**src/rtl/tcdm_interconnect_pkg.sv**
```systemverilog
// Shared types and limits for the TCDM interconnect blocks.
package tcdm_interconnect_pkg;

    typedef enum logic {ARB_RR, ARB_FIXED} arb_mode_e;

    localparam int unsigned MaxBankLat = 4;

endpackage

```
**src/rtl/tcdm_resp_pipe.sv**
```systemverilog
// Response pipe: shifts {valid, requester index} so the response returns to the
// requester that was granted Depth cycles earlier.
module tcdm_resp_pipe
    import tcdm_interconnect_pkg::*;
#(
    parameter int unsigned Depth    = 1,
    parameter int unsigned IdxWidth = 2
) (
    input  logic                clk_i,
    input  logic                rst_i,
    input  logic                valid_i,
    input  logic [IdxWidth-1:0] idx_i,
    output logic                valid_o,
    output logic [IdxWidth-1:0] idx_o
);

    logic [Depth-1:0]    validQ;
    logic [IdxWidth-1:0] idxQ [Depth];

    always_ff @(posedge clk_i or posedge rst_i) begin
        if (rst_i) begin
            validQ <= '0;
            for (int i = 0; i < int'(Depth); i++) begin
                idxQ[i] <= '0;
            end
        end else begin
            validQ[0] <= valid_i;
            idxQ[0]   <= idx_i;
            for (int i = 1; i < int'(Depth); i++) begin
                validQ[i] <= validQ[i-1];
                idxQ[i]   <= idxQ[i-1];
            end
        end
    end

    assign valid_o = validQ[Depth-1];
    assign idx_o   = idxQ[Depth-1];

endmodule

```
**src/rtl/tcdm_bank_arbiter.sv**
```systemverilog
// Arbitrates NumIn requesters onto one single-port TCDM bank and routes responses back.
// Optional conflict counter enabled by defining TCDM_ARB_PERF_EN.
module tcdm_bank_arbiter
    import tcdm_interconnect_pkg::*;
#(
    parameter int unsigned NumIn     = 4,
    parameter int unsigned AddrWidth = 10,
    parameter int unsigned DataWidth = 32,
    parameter int unsigned RespLat   = 1,
    parameter arb_mode_e   ArbMode   = ARB_RR,
    localparam int unsigned BeWidth  = DataWidth / 8
) (
    input  logic                       clk_i,
    input  logic                       rst_i,
    input  logic [NumIn-1:0]           req_i,
    input  logic [NumIn*AddrWidth-1:0] add_i,
    input  logic [NumIn-1:0]           wen_i,
    input  logic [NumIn*DataWidth-1:0] wdata_i,
    input  logic [NumIn*BeWidth-1:0]   be_i,
    output logic [NumIn-1:0]           gnt_o,
    output logic [NumIn-1:0]           vld_o,
    output logic [DataWidth-1:0]       rdata_o,
    output logic                       bank_req_o,
    output logic                       bank_we_o,
    output logic [AddrWidth-1:0]       bank_add_o,
    output logic [DataWidth-1:0]       bank_wdata_o,
    output logic [BeWidth-1:0]         bank_be_o,
    input  logic [DataWidth-1:0]       bank_rdata_i,
    input  logic                       cnt_clr_i,
    output logic [31:0]                conflict_cnt_o
);

    localparam int unsigned IdxWidth = $clog2(NumIn);

    if (NumIn < 2) begin : gNumInChk
        $error("tcdm_bank_arbiter: NumIn must be >= 2");
    end
    if (RespLat < 1 || RespLat > MaxBankLat) begin : gLatChk
        $error("tcdm_bank_arbiter: RespLat must be within 1..MaxBankLat");
    end
    if (DataWidth % 8 != 0) begin : gWidthChk
        $error("tcdm_bank_arbiter: DataWidth must be a multiple of 8");
    end

    logic                anyReq;
    logic [IdxWidth-1:0] rrQ, rrD;
    logic [IdxWidth-1:0] startIdx, cand, winner;
    logic                pipeValid;
    logic [IdxWidth-1:0] pipeIdx;

    assign anyReq   = |req_i;
    assign startIdx = (ArbMode == ARB_RR) ? rrQ : '0;

    // Walk offsets from the far end so the closest requester to startIdx wins last.
    always_comb begin
        winner = '0;
        cand   = '0;
        for (int k = int'(NumIn) - 1; k >= 0; k--) begin
            cand = IdxWidth'((int'(startIdx) + k) % NumIn);
            if (req_i[cand]) begin
                winner = cand;
            end
        end
    end

    always_comb begin
        rrD = rrQ;
        if (ArbMode == ARB_RR && anyReq) begin
            rrD = (winner == IdxWidth'(NumIn - 1)) ? '0 : winner + 1'b1;
        end
    end

    always_ff @(posedge clk_i or posedge rst_i) begin
        if (rst_i) begin
            rrQ <= '0;
        end else begin
            rrQ <= rrD;
        end
    end

    always_comb begin
        gnt_o = '0;
        if (anyReq) begin
            gnt_o[winner] = 1'b1;
        end
    end

    assign bank_req_o   = anyReq;
    assign bank_we_o    = wen_i[winner];
    assign bank_add_o   = add_i[winner*AddrWidth +: AddrWidth];
    assign bank_wdata_o = wdata_i[winner*DataWidth +: DataWidth];
    assign bank_be_o    = be_i[winner*BeWidth +: BeWidth];

    tcdm_resp_pipe #(
        .Depth   (RespLat),
        .IdxWidth(IdxWidth)
    ) uRespPipe (
        .clk_i  (clk_i),
        .rst_i  (rst_i),
        .valid_i(anyReq),
        .idx_i  (winner),
        .valid_o(pipeValid),
        .idx_o  (pipeIdx)
    );

    // Writes are acknowledged through the same path as reads.
    always_comb begin
        vld_o = '0;
        if (pipeValid) begin
            vld_o[pipeIdx] = 1'b1;
        end
    end

    assign rdata_o = bank_rdata_i;

`ifdef TCDM_ARB_PERF_EN
    logic [31:0] cntQ, cntD;
    logic        conflict;

    assign conflict = $countones(req_i) >= 2;

    always_comb begin
        cntD = cntQ;
        if (cnt_clr_i) begin
            cntD = '0;
        end else if (conflict && cntQ != 32'hFFFF_FFFF) begin
            cntD = cntQ + 32'd1;
        end
    end

    always_ff @(posedge clk_i or posedge rst_i) begin
        if (rst_i) begin
            cntQ <= '0;
        end else begin
            cntQ <= cntD;
        end
    end

    assign conflict_cnt_o = cntQ;
`else
    logic unusedCntClr;
    assign unusedCntClr   = cnt_clr_i;
    assign conflict_cnt_o = '0;
`endif

endmodule

```
**config.mk**
```make
export PLATFORM = sky130hd
export DESIGN_NAME = tcdm_bank_arbiter
export DESIGN_NICKNAME = d
export VERILOG_FILES = /design/src/rtl/tcdm_interconnect_pkg.sv /design/src/rtl/tcdm_resp_pipe.sv /design/src/rtl/tcdm_bank_arbiter.sv
export SDC_FILE = /design/constraint.sdc
export NUM_CORES = 1
export LEC_CHECK = 0
export ABC_AREA = 1
export BUFFER_PORTS_ARGS = -buffer_cell sky130_fd_sc_hd__buf_2
export CAP_MARGIN = 20
export CORE_AREA = 2 2 135 137
export CTS_CLUSTER_DIAMETER = 60
export CTS_CLUSTER_SIZE = 30
export DETAILED_ROUTE_END_ITERATION = 8
export DIE_AREA = 0 0 137 139
export PLACE_DENSITY_LB_ADDON = 0.3
export SYNTH_ARGS = -nofsm -noshare
export SYNTH_HDL_FRONTEND = slang
export SYNTH_SLANG_ARGS = --single-unit
```
**constraint.sdc**
```tcl
create_clock -name clk_i -period 2.6 [get_ports clk_i]
set_input_delay 0 -clock clk_i [delete_from_list [all_inputs] [get_ports clk_i]]
set_output_delay 0 -clock clk_i [all_outputs]
set_load 0.02 [all_outputs]
```
### Yosys cells after proc, flatten, opt, wreduce, memory -nomap -nowiden

Index checks and enable logic that the tools add are counted.

* register bits after elaboration: 5
* input bits: 227
* output and inout bits: 120
* word-level logic and storage cells: 44

* $add $sub $neg: 4
* $mul: 1
* magnitude comparators: 8
* equality and inequality tests: 1
* shift operators: 3
* multiplexer cells: 21
* reductions and logical operators: 3

Operators with widths (number)
* variable part select 128 x 8 -> 32 bit: 1
* variable part select 40 x 7 -> 10 bit: 1
* < comparator 2 x 3 -> 1 bit (second input constant): 6
* variable part select 16 x 5 -> 4 bit: 1
* binary-select mux 1 bit (select 2 bit): 5
* two-way mux 2 bit: 5
* two-way mux 4 bit: 2
* two-way mux 1 bit: 7
* multiplier 2 x 3 -> 5 bit (second input constant): 1
* adder 2 x 1 -> 2 bit (second input constant): 2
* adder 2 bit (second input constant): 2
* demux 1 bit (select 2 bit): 2
* >= comparator 2 x 1 -> 1 bit (second input constant): 2
* OR reduction 4 bit: 1
* == test 2 bit (second input constant): 1
* logical AND 1 bit: 2

### Logic depth before layout (Yosys ltp)

Gate-level depths: netlist of run 1.

* word-level depth: 12
* gate-level depth with buffers: 14

### By module

Synthesis of run 1 repeated with hierarchy kept, for this count alone.

* cells, all modules: 691
* area total of the unflattened synthesis: 3315.7 um^2

By module, submodules not included
* tcdm_bank_arbiter: instances 1, cells each 687, area each 3236.9 um^2, sequential area each 50.0 um^2
* tcdm_resp_pipe: instances 1, cells each 4, area each 78.8 um^2, sequential area each 75.1 um^2

### Worst setup path after synthesis of run 1

No wires, ideal clock.

* kind: reg-to-reg
* start point: reg rrQ[0]
* end point: reg rrQ[1]
* setup time: 132 ps
* data arrival time: 1738 ps
* data required time: 2468 ps
* setup slack: 730 ps
* stages on the path, launching flop included: 13
* period minus slack after synthesis: 1870 ps
* path through: dfrtp_1 buf_6 nand2_1 nand3_1 nand3_1 nand2_1 a31oi_4 buf_4 buf_4 inv_1 ha_1 nand2_1 o21ai_0

* word-level cells in the longest chain between the ends: 9

Ends and longest elaborated chain
* start: declaration: line tcdm_bank_arbiter.sv:46 `logic [IdxWidth-1:0] rrQ, rrD;`
* start signal: assignment: line tcdm_bank_arbiter.sv:77 `rrQ <= rrD;`
* adder 2 bit: line tcdm_bank_arbiter.sv:59 `cand = IdxWidth'((int'(startIdx) + k) % NumIn);`
* binary-select mux 1 bit (select 2 bit): line tcdm_bank_arbiter.sv:60 `if (req_i[cand]) begin`
* two-way mux 1 bit (implied by the code): line tcdm_bank_arbiter.sv:60
* two-way mux 2 bit (3 in series): line tcdm_bank_arbiter.sv:60
* two-way mux 2 bit (*): line tcdm_bank_arbiter.sv:60
* adder 2 x 1 -> 2 bit / == test 2 bit (equally long branches): line tcdm_bank_arbiter.sv:69 `rrD = (winner == IdxWidth'(NumIn - 1)) ? '0 : winner + 1'b1;`
* two-way mux 2 bit (*): line tcdm_bank_arbiter.sv:69

Mark *: on every way between the ends. The rest lies on a longest branch, timed or not. The select of a mux whose other input is x is not followed.
A chain may end at the register's enable or synchronous reset.

### Worst setup path after layout of run 1

* start point: reg rrQ[0]
* end point: out gnt_o[3]

* word-level cells in the longest chain between the ends: 12

Ends and longest elaborated chain
* adder 2 bit: line tcdm_bank_arbiter.sv:59
* binary-select mux 1 bit (select 2 bit): line tcdm_bank_arbiter.sv:60
* two-way mux 1 bit (implied by the code): line tcdm_bank_arbiter.sv:60
* two-way mux 2 bit (3 in series): line tcdm_bank_arbiter.sv:60
* two-way mux 2 bit (*): line tcdm_bank_arbiter.sv:60
* < comparator 2 x 3 -> 1 bit (implied by the code) / >= comparator 2 x 1 -> 1 bit (equally long branches): line tcdm_bank_arbiter.sv:84 `gnt_o[winner] = 1'b1;`
* logical AND 1 bit (implied by the code): line tcdm_bank_arbiter.sv:84
* two-way mux 1 bit (implied by the code): line tcdm_bank_arbiter.sv:84
* demux 1 bit (select 2 bit) (*): line tcdm_bank_arbiter.sv:84
* two-way mux 4 bit (*): line tcdm_bank_arbiter.sv:83 `if (anyReq) begin`
* end: declaration: line tcdm_bank_arbiter.sv:20 `output logic [NumIn-1:0] gnt_o,`

Marked as above.

==> results of run 1 <==
## per-stage QoR
step / instance area, um^2 / hold WS [ns] / cells
2_1_floorplan: 3440 / -0.221 / 721
3_3_place_gp: 4390 / -0.0882 / 1106
3_5_place_dp: 4390 / -0.0890 / 1106
4_1_cts: 4480 / 0.000137 / 1111
5_1_grt: 4490 / 0.0000293 / 1111
6_report: 4490 / 0.00000779 / 1111
## state kept, by name, indices dropped and copies added (netlist names)
| name | count |
|---|---|
| uRespPipe.idx_o | 2 |
| uRespPipe.valid_o | 1 |
| rrQ | 2 |
## cells in the mapped netlist
| cell type | n | share of area [%] |
|---|---|---|
| sky130_fd_sc_hd__a21oi_1 | 1 | 0.15 |
| sky130_fd_sc_hd__nor4_1 | 1 | 0.19 |
| sky130_fd_sc_hd__o21ai_1 | 1 | 0.15 |
| sky130_fd_sc_hd__nand2_2 | 2 | 0.38 |
| sky130_fd_sc_hd__inv_1 | 201 | 23 |
| sky130_fd_sc_hd__nand3_2 | 2 | 0.60 |
| sky130_fd_sc_hd__buf_4 | 69 | 16 |
| sky130_fd_sc_hd__clkbuf_1 | 9 | 1.0 |
| sky130_fd_sc_hd__and2_4 | 1 | 0.26 |
| sky130_fd_sc_hd__nor3_1 | 4 | 0.60 |
| sky130_fd_sc_hd__buf_6 | 5 | 1.7 |
| sky130_fd_sc_hd__a31oi_4 | 1 | 0.64 |
| sky130_fd_sc_hd__nor2_1 | 4 | 0.45 |
| sky130_fd_sc_hd__o21ai_0 | 2 | 0.30 |
| sky130_fd_sc_hd__nand2_1 | 159 | 18 |
| sky130_fd_sc_hd__conb_1 | 1 | 0.11 |
| sky130_fd_sc_hd__dfrtp_1 | 5 | 3.8 |
| sky130_fd_sc_hd__nand3_1 | 196 | 30 |
| sky130_fd_sc_hd__ha_1 | 1 | 0.38 |
| sky130_fd_sc_hd__buf_1 | 4 | 0.45 |
| sky130_fd_sc_hd__buf_2 | 18 | 2.7 |
| sky130_fd_sc_hd__inv_2 | 3 | 0.34 |
## metal layers
layer  GRT usage [%]  wire [um]  vias up
met5               0          0        -
met4            3.20        302        0
met3            1.43        847       32
met2            22.3       6300      160
met1            13.4       4740     1863
li1                -          -     2326
## where the power goes
part	total, uW	internal, uW	switching (uW)	leakage (uW)
Combinational	7140	2290	4850	0.00315
Clock	254	203	50.7	0.0000382
Sequential	159	116	43.7	0.0000561
## final timing paths
kind / start / cells past startpoint / slack (ns) / end
worst max-delay path: rrQ[0]$_DFFE_PP0P_ / 12 / 0.30 / gnt_o[3]
worst min-delay path: bank_rdata_i[21] / 0 / 0.000008 / rdata_o[21]
worst max register to register: rrQ[0]$_DFFE_PP0P_ / 11 / 0.44 / rrQ[1]$_DFFE_PP0P_
worst min register to register: rrQ[1]$_DFFE_PP0P_ / 2 / 0.72 / rrQ[1]$_DFFE_PP0P_
max in group asynchronous: rst_i / 3 / 2.20 / rrQ[1]$_DFFE_PP0P_
min in group asynchronous: rst_i / 3 / 0.22 / uRespPipe.idx_o[1]$_DFF_PP0_
## cell families after synthesis
kind of cell               count (synthesis)  synth area share [%]
and+or+nand+nor                          369                  50.0
buffers and inverters                    309                  44.5
AOI/OAI and AO/OA                          5                  1.24
DFF                                        5                  3.77
adders and majority gates                  1                 0.377
other                                      1                 0.113
## layout by cell type (no fill, tap or decap), drive strengths merged
master / instances
buf: 261
dlygate4sd3: 1
inv: 204
a21oi: 1
nand2: 161
a31oi: 1
o21ai: 3
dfrtp: 5
nand3: 198
ha: 1
nor4: 1
nor3: 4
clkbuf: 4
conb: 32
and2: 1
nor2: 4
## what timing repair did
item                       in CTS  in global routing
hold endpoints to repair        5                  0
gates resized for setup         0                  4
hold buffers                    1                  0
setup endpoints to repair       0                 29
## cell type report
cell class              instances  share of cell area (%)
repair buffers                262                    30.6
clock buffers                   4                    1.75
flip-flops and latches          5                    2.78
inverters                     204                    17.1
well taps                     229                    6.38
multi-input cells             407                    41.4
==> results.md, run 1 <==
Run status:
- The run finished with clean final reports.

Global routing:
- Across every metal layer, demand over resource in global routing totals between 10% and 20%.
- The first global-routing pass estimated 18.5 mm of wire.
- Summed over all layers, the global routing overflow is 0.
- The number of antenna violations at the first check in global routing came to 0.
- The via count of the first global-routing pass came to 3862.
- The largest net degree at the start of global routing is 96.

Setup path:
- The endpoint type of the worst setup path is an output pin.
- The sort of element at the start of the critical path is a flip-flop.
- The slowest stage of the critical path belongs to the cell sky130_fd_sc_hd__dfrtp_1.
- The peak per-stage delay on the critical path is 0.52 ns.
- The critical path class is flip-flop to output pin.
- The kind of cell with the highest combined delay on the critical path is buffers and inverters.
- The critical path goes through inv_2 -> nand2_1 -> nand3_1 -> nand3_1 -> nand2_1 -> a31oi_4 -> buf_4 -> inv_1 -> ha_1 -> inv_1 -> nor2_1 -> buf_2.
- The critical path contains buffers and inverters numbering 5 combined.
- Data arrives at the worst endpoint at between 2 and 2.5 ns.
- At the worst endpoint, the required time is 2.60 ns.
- The highest fanout seen on the critical path is 25.

Clock tree:
- The clock reaches the later pin of the worst-skew pair after 0.23 ns.
- Clock-pin slew was measured on the worst setup and hold paths at 0.03 ns.
- The maximum clock insertion buffer count is 2.
- The number of setup buffers added after CTS is 0.
- For this design, the sink count on the clock tree is 5.
- The total CTS buffers is 3.
- The number of H-tree levels is 1.
- TritonCTS built the clock tree.
- In this run the clock root is driven by a sky130_fd_sc_hd__clkbuf_16.

Final layout:
- Compared with the post-synthesis result, the final layout area differs by 35.3%.
- The final layout net count is 1111.
- The multi-input combinational cells in the finished layout cover a total of 1860 um^2.
- The fill cell instance count of the final layout is 2147.
- Cells with a size suffix above 1 make up 31.0% of the layout.
- Across the whole layout, storage elements account for 125 um^2.
- Cells fill 25.5% of the core in the end.
- The count of antenna diodes in the layout is 0.

STA:
- The setup TNS is 0 ns.
- The number of failing hold endpoints at the final stage is 0.
- The post-route clock period utilization is 88.4%.
- Subtracting the final worst setup slack from the clock period gives 2.30 ns.
- Timing would allow up to 435 MHz.
- Setup repair after global routing left no endpoint under its margin.
- The smallest setup slack after layout is 0.301 ns.
- The max-slew violation total from the final report is 0.
- Setup violations remaining at the end of the flow were counted as 0.
- The maximum clock skew at final layout is 0.00333 ns.

Placement:
- The final estimated routing congestion in global placement is 0.767.
- The worst setup slack after placement is 0.348 ns.
- The post-detailed-placement half-perimeter wirelength is 9.56 mm.
- During placement, the flow inserted port buffers numbering 249.

Floorplanning:
- After floorplanning, the core was sized to cover around 18000 um^2.
- In this run the core area contains around 50 standard-cell rows.
- Pin placement for this block handled 347 I/O pins.
- The effective utilization at floorplan is 18.8%.
- From bottom edge to top edge, the die measures 139 um.
- The horizontal extent of the die is 137 um.
- The die covers 19000 um^2.

Drt:
- The post-route antenna net violation count is 0.
- For this block, the via count after detailed routing is approximately 4.4k.
- The mean routed wirelength per cell is 11.0 um.
- The count of routing violations after the opening detailed-route iteration is 209.
- The via-per-instance ratio is 3.94.
- The detailed-route wire length is 12.2 mm.
- In the routed design, unresolved DRC markers number 0.
- The number of iterations in the first detailed-routing pass is 4.

Yosys:
- In this run the cell area of the synthesized design comes to 3320 um^2.
- The number of different library cells used by synthesis comes to 22.
- The average instance in the mapped netlist occupies roughly 4.8 um^2.
- In the synthesized netlist, the number of instances is slightly below 700.
- The sequential-to-total area share from yosys stat is 3.77%.
- The Yosys warning count is 0.
- After synthesis the netlist holds a flip-flop and latch count of 5.

Pwr:
- The total design power is between 7000 and 8000 uW.
- The total leakage power is 0.00325 uW.
- VDD sags by at most 0.000613 V.
- Power spread over the standard cell area amounts to 1680 nW/um^2.

Run:
- The count of maximum capacitance violations is 0.

Min path:
- The tightest min-delay check is of the primary input to output pin type.
Note: power is estimated with default switching activity, not from simulation.
==> run 2, diff against run 1 <==
Settings changed: ABC_AREA 1 to unset, CTS_CLUSTER_SIZE 30 to 16.
==> run 2 against run 1 <==
Compared with the run above: sequential power shrank 9%; critical path depth shrank 4; wire length shrank 35%; combinational power down 67%; sequential share of layout area is 0.74 points higher; via count decreased by 44%; design area is 21% lower; first-iteration DRC count is 78% lower; utilization shrank 5.4 points; critical path type unchanged; critical endpoint is now bank_wdata_o[19].
==> results.md, run 2 <==
Run status:
- The run finished with clean final reports.

Setup path:
- The critical path data arrival time is 2.32 ns (+0.02 ns).
- The required arrival time at the worst endpoint is 2.60 ns (about the same).
- STA classifies the critical path startpoint as a flip-flop.
- The highest fanout seen on the critical path was 42 (+68%).
- The critical path class is flip-flop to output pin.
- The endpoint type of the worst setup path is an output pin.

Final layout:
- The fill cell instance count of the final layout is 2024 (-5.7%).
- The final layout net count came to 697 (-37%).
- The proportion of layout cells with a drive suffix above 1 is 55.8% (+25 points).
- The commonest non-fill, non-tap cell in the layout is sky130_fd_sc_hd__buf_2.
- In the layout the commonest cells are sky130_fd_sc_hd__buf_2, sky130_fd_sc_hd__mux2i_1, sky130_fd_sc_hd__conb_1, sky130_fd_sc_hd__inv_1, sky130_fd_sc_hd__dfrtp_1.
- The final design instance area without fill was 3550 um^2 (-21%).
- From synthesis to final layout, the design area changed by 51.3%.
- The count of antenna diodes in the layout is 0 (unchanged).

Placement:
- The final estimated routing congestion in global placement is 0.704 (-8.2%).
- The count of input and output buffers is 249 (unchanged).
- The post-detailed-placement half-perimeter wirelength was 6.91 mm (-28%).
- The placed instance area is 3460 um^2 (-21%).

Floorplanning:
- The I/O pin total came to 347 (unchanged).
- The horizontal extent of the die was 137 um (unchanged).
- The die area was 19000 um^2 (unchanged).
- The floorplan die height came to 139 um (unchanged).
- The area of the core is 17700 um^2 (unchanged).
- The standard-cell row count came to 49 (unchanged).
- The effective utilization at floorplan is 13.3% (-5.5 points).

Global routing:
- The largest net degree at the start of global routing came to 51 (-47%).
- The wire length of the first global-routing pass was 11.9 mm (-36%).
- The global-route usage over all layers is 7.65% (-4.1 points).
- The via count of the first global-routing pass came to 2430 (-37%).
- The remaining global-route overflow is 0 (unchanged).
- The number of antenna violations at the first check in global routing came to 0 (unchanged).

Yosys:
- Ranked by instance count, the synthesized netlist is headed by sky130_fd_sc_hd__mux2i_1, sky130_fd_sc_hd__buf_4, sky130_fd_sc_hd__buf_2, sky130_fd_sc_hd__inv_1.
- The number of synthesized flops with an enable pin was 0 (unchanged).
- The area of the mapped netlist was 2350 um^2 (-29%).
- The Yosys warning count is 0 (unchanged).
- The count of state elements after synthesis is 5 (unchanged).
- The number of distinct library cells after synthesis is 22 (unchanged).
- The fraction of synthesized cell area taken by the top area cell type is 60.2% (+31 points).
- The average instance area after synthesis is 9.09 um^2 (+89%).
- The fraction of synthesis flops using an asynchronous set or reset pin is 100% (unchanged).
- The most frequently used flop master after synthesis is sky130_fd_sc_hd__dfrtp_1.
- The most common cell in the synthesized netlist is sky130_fd_sc_hd__mux2i_1.
- The sequential-to-total area share from yosys stat is 5.33% (+1.6 points).
- The cell type with the highest aggregate area in the netlist is sky130_fd_sc_hd__mux2i_1.
- The cell count after synthesis is 258 (-63%).
- By area the synthesized netlist is led by sky130_fd_sc_hd__mux2i_1, sky130_fd_sc_hd__buf_4, sky130_fd_sc_hd__dfrtp_1.

Drt:
- The number of remaining DRC errors came to 0 (unchanged).
- The count of routing violations after the opening detailed-route iteration is 45 (-78%).
- The via-per-instance ratio came to 3.53 (-11%).
- The vias after detailed routing is 2459 (-44%).
- The detailed-route wire length was 7.99 mm (-35%).
- The number of iterations in the first detailed-routing pass came to 4 (unchanged).
- The post-route antenna net violation count is 0 (unchanged).
- The mean routed wirelength per cell came to 11.5 um (+4.4%).

STA:
- Setup repair after global routing left no endpoint under its margin.
- The max-slew violation total from the final report came to 0 (unchanged).
- The time the worst path needs with I/O delays and setup was 2.32 ns (+0.0185 ns).
- The post-route clock period utilization was 89.1% (+0.71 points).
- The number of failing hold endpoints at the final stage is 0 (unchanged).
- The final number of setup-violating endpoints is 0 (unchanged).
- The setup TNS is 0 ns (unchanged).
- The maximum clock skew at final layout is 0.00420 ns (+0.000873 ns).
- The final worst hold slack is 0.00000776 ns (-0.0000000282 ns).
- The fmax is 432 MHz (-0.80%).

Clock tree:
- The clock transition at the register clock pins on the worst setup and hold paths after CTS is 0.03 ns (about the same).
- The number of H-tree levels is 1 (unchanged).
- The maximum clock insertion buffer count is 2 (unchanged).
- The clock latency at the later pin of the worst-skew pair is 0.23 ns (about the same).
- The quantity of gates resized following cts is 0 (unchanged).
- TritonCTS built the clock tree.
- The tree is rooted in a sky130_fd_sc_hd__clkbuf_16.
- The total CTS buffers was 3 (unchanged).
- The sink count of the clock tree is 5 (unchanged).

Pwr:
- The total design power is 2740 uW (-64%).
- The power density of the placed cells came to 771 nW/um^2 (-54%).
- The total leakage power is 0.00211 uW (-35%).
- The peak supply drop is 0.000364 V (-41%).

Run:
- The count of maximum capacitance violations is 0 (unchanged).

Min path:
- The path class of the tightest hold or removal check is primary input to output pin.
-- run 2: changes by cell type after synthesis, sizes merged, moves of 4 or more --
cell / before / now
buf: 96 / 81
nand3: 198 / 0
nand2: 161 / 1
clkbuf: 9 / 0
inv: 204 / 6
a21oi: 1 / 5
mux2i: 0 / 141
-- run 2: cell families (layout without fill, tap and decap cells) --
logic type | count (synthesis) | after routing | synth area share, %
AO/OA/AOI/OAI | 10 | 10 | 2.67
other | 1 | 32 | 0.160
adder cells (fa/ha/maj) | 1 | 1 | 0.533
AND/OR/NAND/NOR | 12 | 12 | 3.04
multiplexers | 142 | 142 | 60.6
flip-flops | 5 | 5 | 5.33
buffers and inverters | 87 | 266 | 27.6
-- run 2: area by class of cell --
class                      count  area [um^2]  share of cell area [%]
sequential                     5          125                    3.53
tap                          229          287                    8.07
clock buffer                   4         78.8                    2.22
timing repair buffer         256         1330                    37.4
inverter                       6         22.5                   0.635
multi-input combinational    197         1710                    48.2
-- run 2: worst max-delay path, stage by stage, from the launching register on --
cell and delay (ns):
sky130_fd_sc_hd__dfrtp_1 0.46, sky130_fd_sc_hd__a21o_1 0.19, sky130_fd_sc_hd__a21oi_1 0.22, sky130_fd_sc_hd__o22a_4 0.21, sky130_fd_sc_hd__buf_12 0.25, sky130_fd_sc_hd__buf_4 0.24
sky130_fd_sc_hd__mux2i_1 0.19, sky130_fd_sc_hd__mux2i_1 0.09, sky130_fd_sc_hd__buf_2 0.18
-- run 2: path summary, 6_finish.rpt --
kind	to	depth (start not counted)	slack, ns	startpoint
max reg2reg	rrQ[1]$_DFFE_PP0P_	5	0.98	rrQ[1]$_DFFE_PP0P_
max	bank_wdata_o[19]	8	0.28	rrQ[1]$_DFFE_PP0P_
min	rdata_o[15]	0	0.000008	bank_rdata_i[15]
min in group asynchronous	uRespPipe.idx_o[0]$_DFF_PP0_	3	0.21	rst_i
max in group asynchronous	rrQ[1]$_DFFE_PP0P_	3	2.21	rst_i
min reg2reg	rrQ[0]$_DFFE_PP0P_	2	0.56	rrQ[0]$_DFFE_PP0P_
-- run 2: stage by stage --
stage / util [%] / cells / worst slack, ns
2_1_floorplan: - / 289 / 0.761
3_3_place_gp: 19.6 / 692 / 0.504
3_5_place_dp: 19.6 / 692 / 0.511
4_1_cts: 20.1 / 697 / 0.269
5_1_grt: 20.1 / 697 / 0.0720
6_report: 20.1 / 697 / 0.283
-- run 2: where the power goes --
part | switching [uW] | internal [uW] | leakage, uW | total, uW
combinational | 1340 | 1000 | 0.00201 | 2340
sequential | 38.0 | 106 | 0.0000561 | 144
clock | 49.1 | 203 | 0.0000382 | 252
total | 1420 | 1310 | 0.00211 | 2740
-- run 2: routing by layer --
layer | track usage [%] | wire, um
met4 | 1.84 | 168
met1 | 8.63 | 3040
met2 | 14.5 | 3980
met5 | 0 | 0
met3 | 1.46 | 805
-- run 2: what timing repair did --
item | in CTS | in global routing
hold buffers | 1 | 0
setup buffers | 0 | 0
hold endpoints to repair | 5 | 0
==> run 3, diff against run 2 <==
Settings changed: CELL_PAD_IN_SITES_DETAIL_PLACEMENT set to 1, CELL_PAD_IN_SITES_GLOBAL_PLACEMENT set to 1, CORE_AREA 2 2 135 137 to 2 2 136 138, DIE_AREA 0 0 137 139 to 0 0 138 140.
==> run 3 against run 2 <==
Compared with the run above: clock power increased by 2%; register-to-register slack got worse by 0.20 ns; flip-flop and latch count did not move; combinational power rose by 6%; sequential share of layout area fell by 0.083 points; critical path depth is 1 lower; clock skew is essentially flat; worst setup slack got worse by 0.071 ns; cell count is 1.6% higher; power increased by 5.5%; global-route usage grew 0.88 points; non-clock buffer count grew 10; critical path type unchanged; critical endpoint is now bank_wdata_o[10]; largest power group unchanged.
==> results.md, run 3 (synthesis results as in run 2) <==
STA:
- The setup TNS was 0 ns (unchanged).
- The time the worst path needs with I/O delays and setup came to 2.39 ns (+0.0705 ns).
- The final worst hold slack came to 0.00000777 ns (+0.00000000945 ns).
- The maximum clock skew at final layout came to 0.00393 ns (-0.000271 ns).
- The normalized max-slew margin is a little under two thirds.
- The number of failing hold endpoints at the final stage is 0 (unchanged).
- At the pin with the least slew margin, the transition time is 0.546 ns.
- The fmax is 419 MHz (-3.0%).
- The max-slew violation total from the final report is 0 (unchanged).
- Setup repair after global routing left no endpoint under its margin.
- The post-route clock period utilization was 91.8% (+2.7 points).
- The final number of setup-violating endpoints is 0 (unchanged).

Clock tree:
- The TritonCTS clock tree is done.
- The total CTS buffers is 3 (unchanged).
- The sink count of the clock tree was 5 (unchanged).
- The clock transition at the register clock pins on the worst setup and hold paths after CTS is 0.03 ns (about the same).
- The number of H-tree levels is 1 (unchanged).
- The maximum clock insertion buffer count is 2 (unchanged).
- The master cell of the clock root buffer is sky130_fd_sc_hd__clkbuf_16.
- The number of setup buffers added after CTS is 0 (unchanged).
- The clock latency at the later pin of the worst-skew pair is 0.23 ns (about the same).

Global routing:
- The via count of the first global-routing pass is 2731 (+12%).
- The wire length of the first global-routing pass is 13.9 mm (+17%).
- The global-route usage over all layers was 8.54% (+0.88 points).
- The largest net degree at the start of global routing is 29 (-43%).
- The remaining global-route overflow is 0 (unchanged).
- The number of antenna violations at the first check in global routing is 0 (unchanged).

Final layout:
- In the layout the commonest cells are sky130_fd_sc_hd__buf_2, sky130_fd_sc_hd__mux2i_1, sky130_fd_sc_hd__conb_1, sky130_fd_sc_hd__buf_4, sky130_fd_sc_hd__inv_1.
- Compared with the post-synthesis result, the final layout area differs by 54.9%.
- The area used by multi-input combinational logic is 1720 um^2 (+0.59%).
- The proportion of layout cells with a drive suffix above 1 came to 56.8% (+1.0 points).
- The fill cell instance count of the final layout is 2224 (+9.9%).
- The final layout net count is 708 (+1.6%).
- Leaving out fill and tap cells, the most frequent cell in the layout is sky130_fd_sc_hd__buf_2.
- The count of antenna diodes in the layout is 0 (unchanged).
- The area occupied by registers is 125 um^2 (unchanged).

Placement:
- The final estimated routing congestion in global placement is 0.745 (+5.8%).
- The count of input and output buffers is 249 (unchanged).
- The post-detailed-placement half-perimeter wirelength is 7.93 mm (+15%).

Floorplanning:
- The floorplan die height is 140 um (+0.72%).
- The standard-cell row count is 49 (unchanged).
- The die area is 19300 um^2 (+1.5%).
- The I/O pin total is 347 (unchanged).
- The area of the core is 17800 um^2 (+0.69%).
- The horizontal extent of the die came to 138 um (+0.73%).
- The effective utilization at floorplan is 13.2% (-0.092 points).

Pwr:
- The net switching power is 1500 uW (+5.7%).
- The internal power came to 1380 uW (+5.4%).
- The peak supply drop came to 0.000408 V (+12%).
- The net switching fraction of the power is 52.1% (+0.053 points).
- The sequential fraction of design power was 5.2% (about the same).
- The total leakage power is 0.00216 uW (+2.4%).
- The power density of the placed cells is 795 nW/um^2 (+3.1%).
- The share of total power in the clock network was 9.0% (-0.2 points).
- The proportion of power drawn by combinational gates was 85.9% (+0.4 points).

Setup path:
- The master of the slowest instance on the critical path is sky130_fd_sc_hd__dfrtp_1.
- The sort of element at the start of the critical path is a flip-flop.
- The startpoint identified for the worst register-to-register timing path is rrQ[1]$_DFFE_PP0P_.
- The peak per-stage delay on the critical path was 0.48 ns (+0.02 ns).
- The setup slack of the worst register-to-register path is 0.78 ns (-0.20 ns).
- The critical path class is flip-flop to output pin.
- The most numerous cell on the critical path is sky130_fd_sc_hd__mux2i_1.
- The number of cells on the worst reg-to-reg path came to 5 (unchanged).
- The required arrival time at the worst endpoint is 2.60 ns (about the same).
- The critical path goes through a21o_1 -> a21oi_1 -> o22a_4 -> buf_12 -> mux2i_1 -> mux2i_1 -> buf_2.
- In this run the critical register-to-register path is captured at rrQ[1]$_DFFE_PP0P_.
- The worst setup path is captured at an output pin.
- The critical path data arrival time is 2.39 ns (+0.07 ns).
- The highest fanout seen on the critical path is 18 (-57%).

Drt:
- The detailed-route wire length is 9.32 mm (+17%).
- The vias after detailed routing is 2630 (+7.0%).
- The number of remaining DRC errors is 0 (unchanged).
- The via-per-instance ratio is 3.71 (+5.3%).
- The post-route antenna net violation count is 0 (unchanged).
- The count of routing violations after the opening detailed-route iteration came to 14 (-69%).
- The mean routed wirelength per cell came to 13.2 um (+15%).
- The number of iterations in the first detailed-routing pass is 4 (unchanged).

Min path:
- The type of the worst min-delay path is primary input to output pin.
- For hold timing, the worst endpoint is rdata_o[3].
- The worst hold path begins at bank_rdata_i[3].
- The cell count of the worst hold path is 0 (unchanged).

Run:
- The count of maximum capacitance violations is 0 (unchanged).

Run status:
- The flow ran to the end, and the final reports show no timing, DRC or antenna violations.
==> run 3: critical path, delay by kind of cell, from the launching register on <==
family,cells,cell delay [ns]
buf+inv,2,0.40
flops,1,0.48
compound gates,3,0.91
mux,2,0.35
==> run 3: final cells by class <==
type	instances	area share (%)
multi-input cells	198	47.3
repair buffers	266	38.6
well taps	229	7.89
flip-flops and latches	5	3.44
clock buffers	4	2.17
inverters	6	0.620
==> run 3: how the worst max path moves through the flow <==
| stage | from | to | depth (start not counted) |
|---|---|---|---|
| floorplan | rrQ[1]$_DFFE_PP0P_ | gnt_o[2] | 7 |
| global placement | rrQ[1]$_DFFE_PP0P_ | bank_wdata_o[10] | 7 |
| detailed placement | rrQ[1]$_DFFE_PP0P_ | bank_wdata_o[10] | 7 |
| CTS | rrQ[1]$_DFFE_PP0P_ | bank_wdata_o[10] | 7 |
| global route | rrQ[1]$_DFFE_PP0P_ | bank_wdata_o[10] | 7 |
| finish | rrQ[1]$_DFFE_PP0P_ | bank_wdata_o[10] | 7 |
==> run 3: power groups by stage <==
| stage | Combinational [uW] | Clock, uW | Sequential [uW] |
|---|---|---|---|
| after floorplan | 1870 | 0 | 130 |
| after global placement | 2460 | 0 | 143 |
| after detailed placement | 2500 | 0 | 145 |
| after CTS | 2510 | 263 | 145 |
| after global routing | 2680 | 270 | 157 |
| final | 2480 | 258 | 149 |
==> run 3: per-stage QoR <==
step                total power [uW]  setup slack, ns  util, %  cell area, um^2  cells
floorplan                       2000            0.761        -             2460    289
global placement                2600            0.457     19.9             3530    702
detailed placement              2650            0.323     19.9             3530    702
CTS                             2920           0.0644     20.4             3620    707
global route                    3100           0.0738     20.4             3630    708
finish                          2890            0.212     20.4             3630    708
==> run 3: per-layer routing <==
| layer | up-vias | part of all wire (%) | global-route usage [%] |
|---|---|---|---|
| met3 | 14 | 8.5 | 2.22 |
| met4 | 0 | 1.5 | 1.40 |
| met1 | 1184 | 36 | 9.22 |
| met5 | - | 0 | 0 |
| met2 | 161 | 54 | 16.8 |
| li1 | 1271 | - | - |
==> run 3: timing repair <==
item | in CTS | in global routing
gates resized for setup | 0 | 0
hold buffers | 1 | 0
endpoints found under the hold margin | 5 | 0
endpoints found under the setup margin | 0 | 5
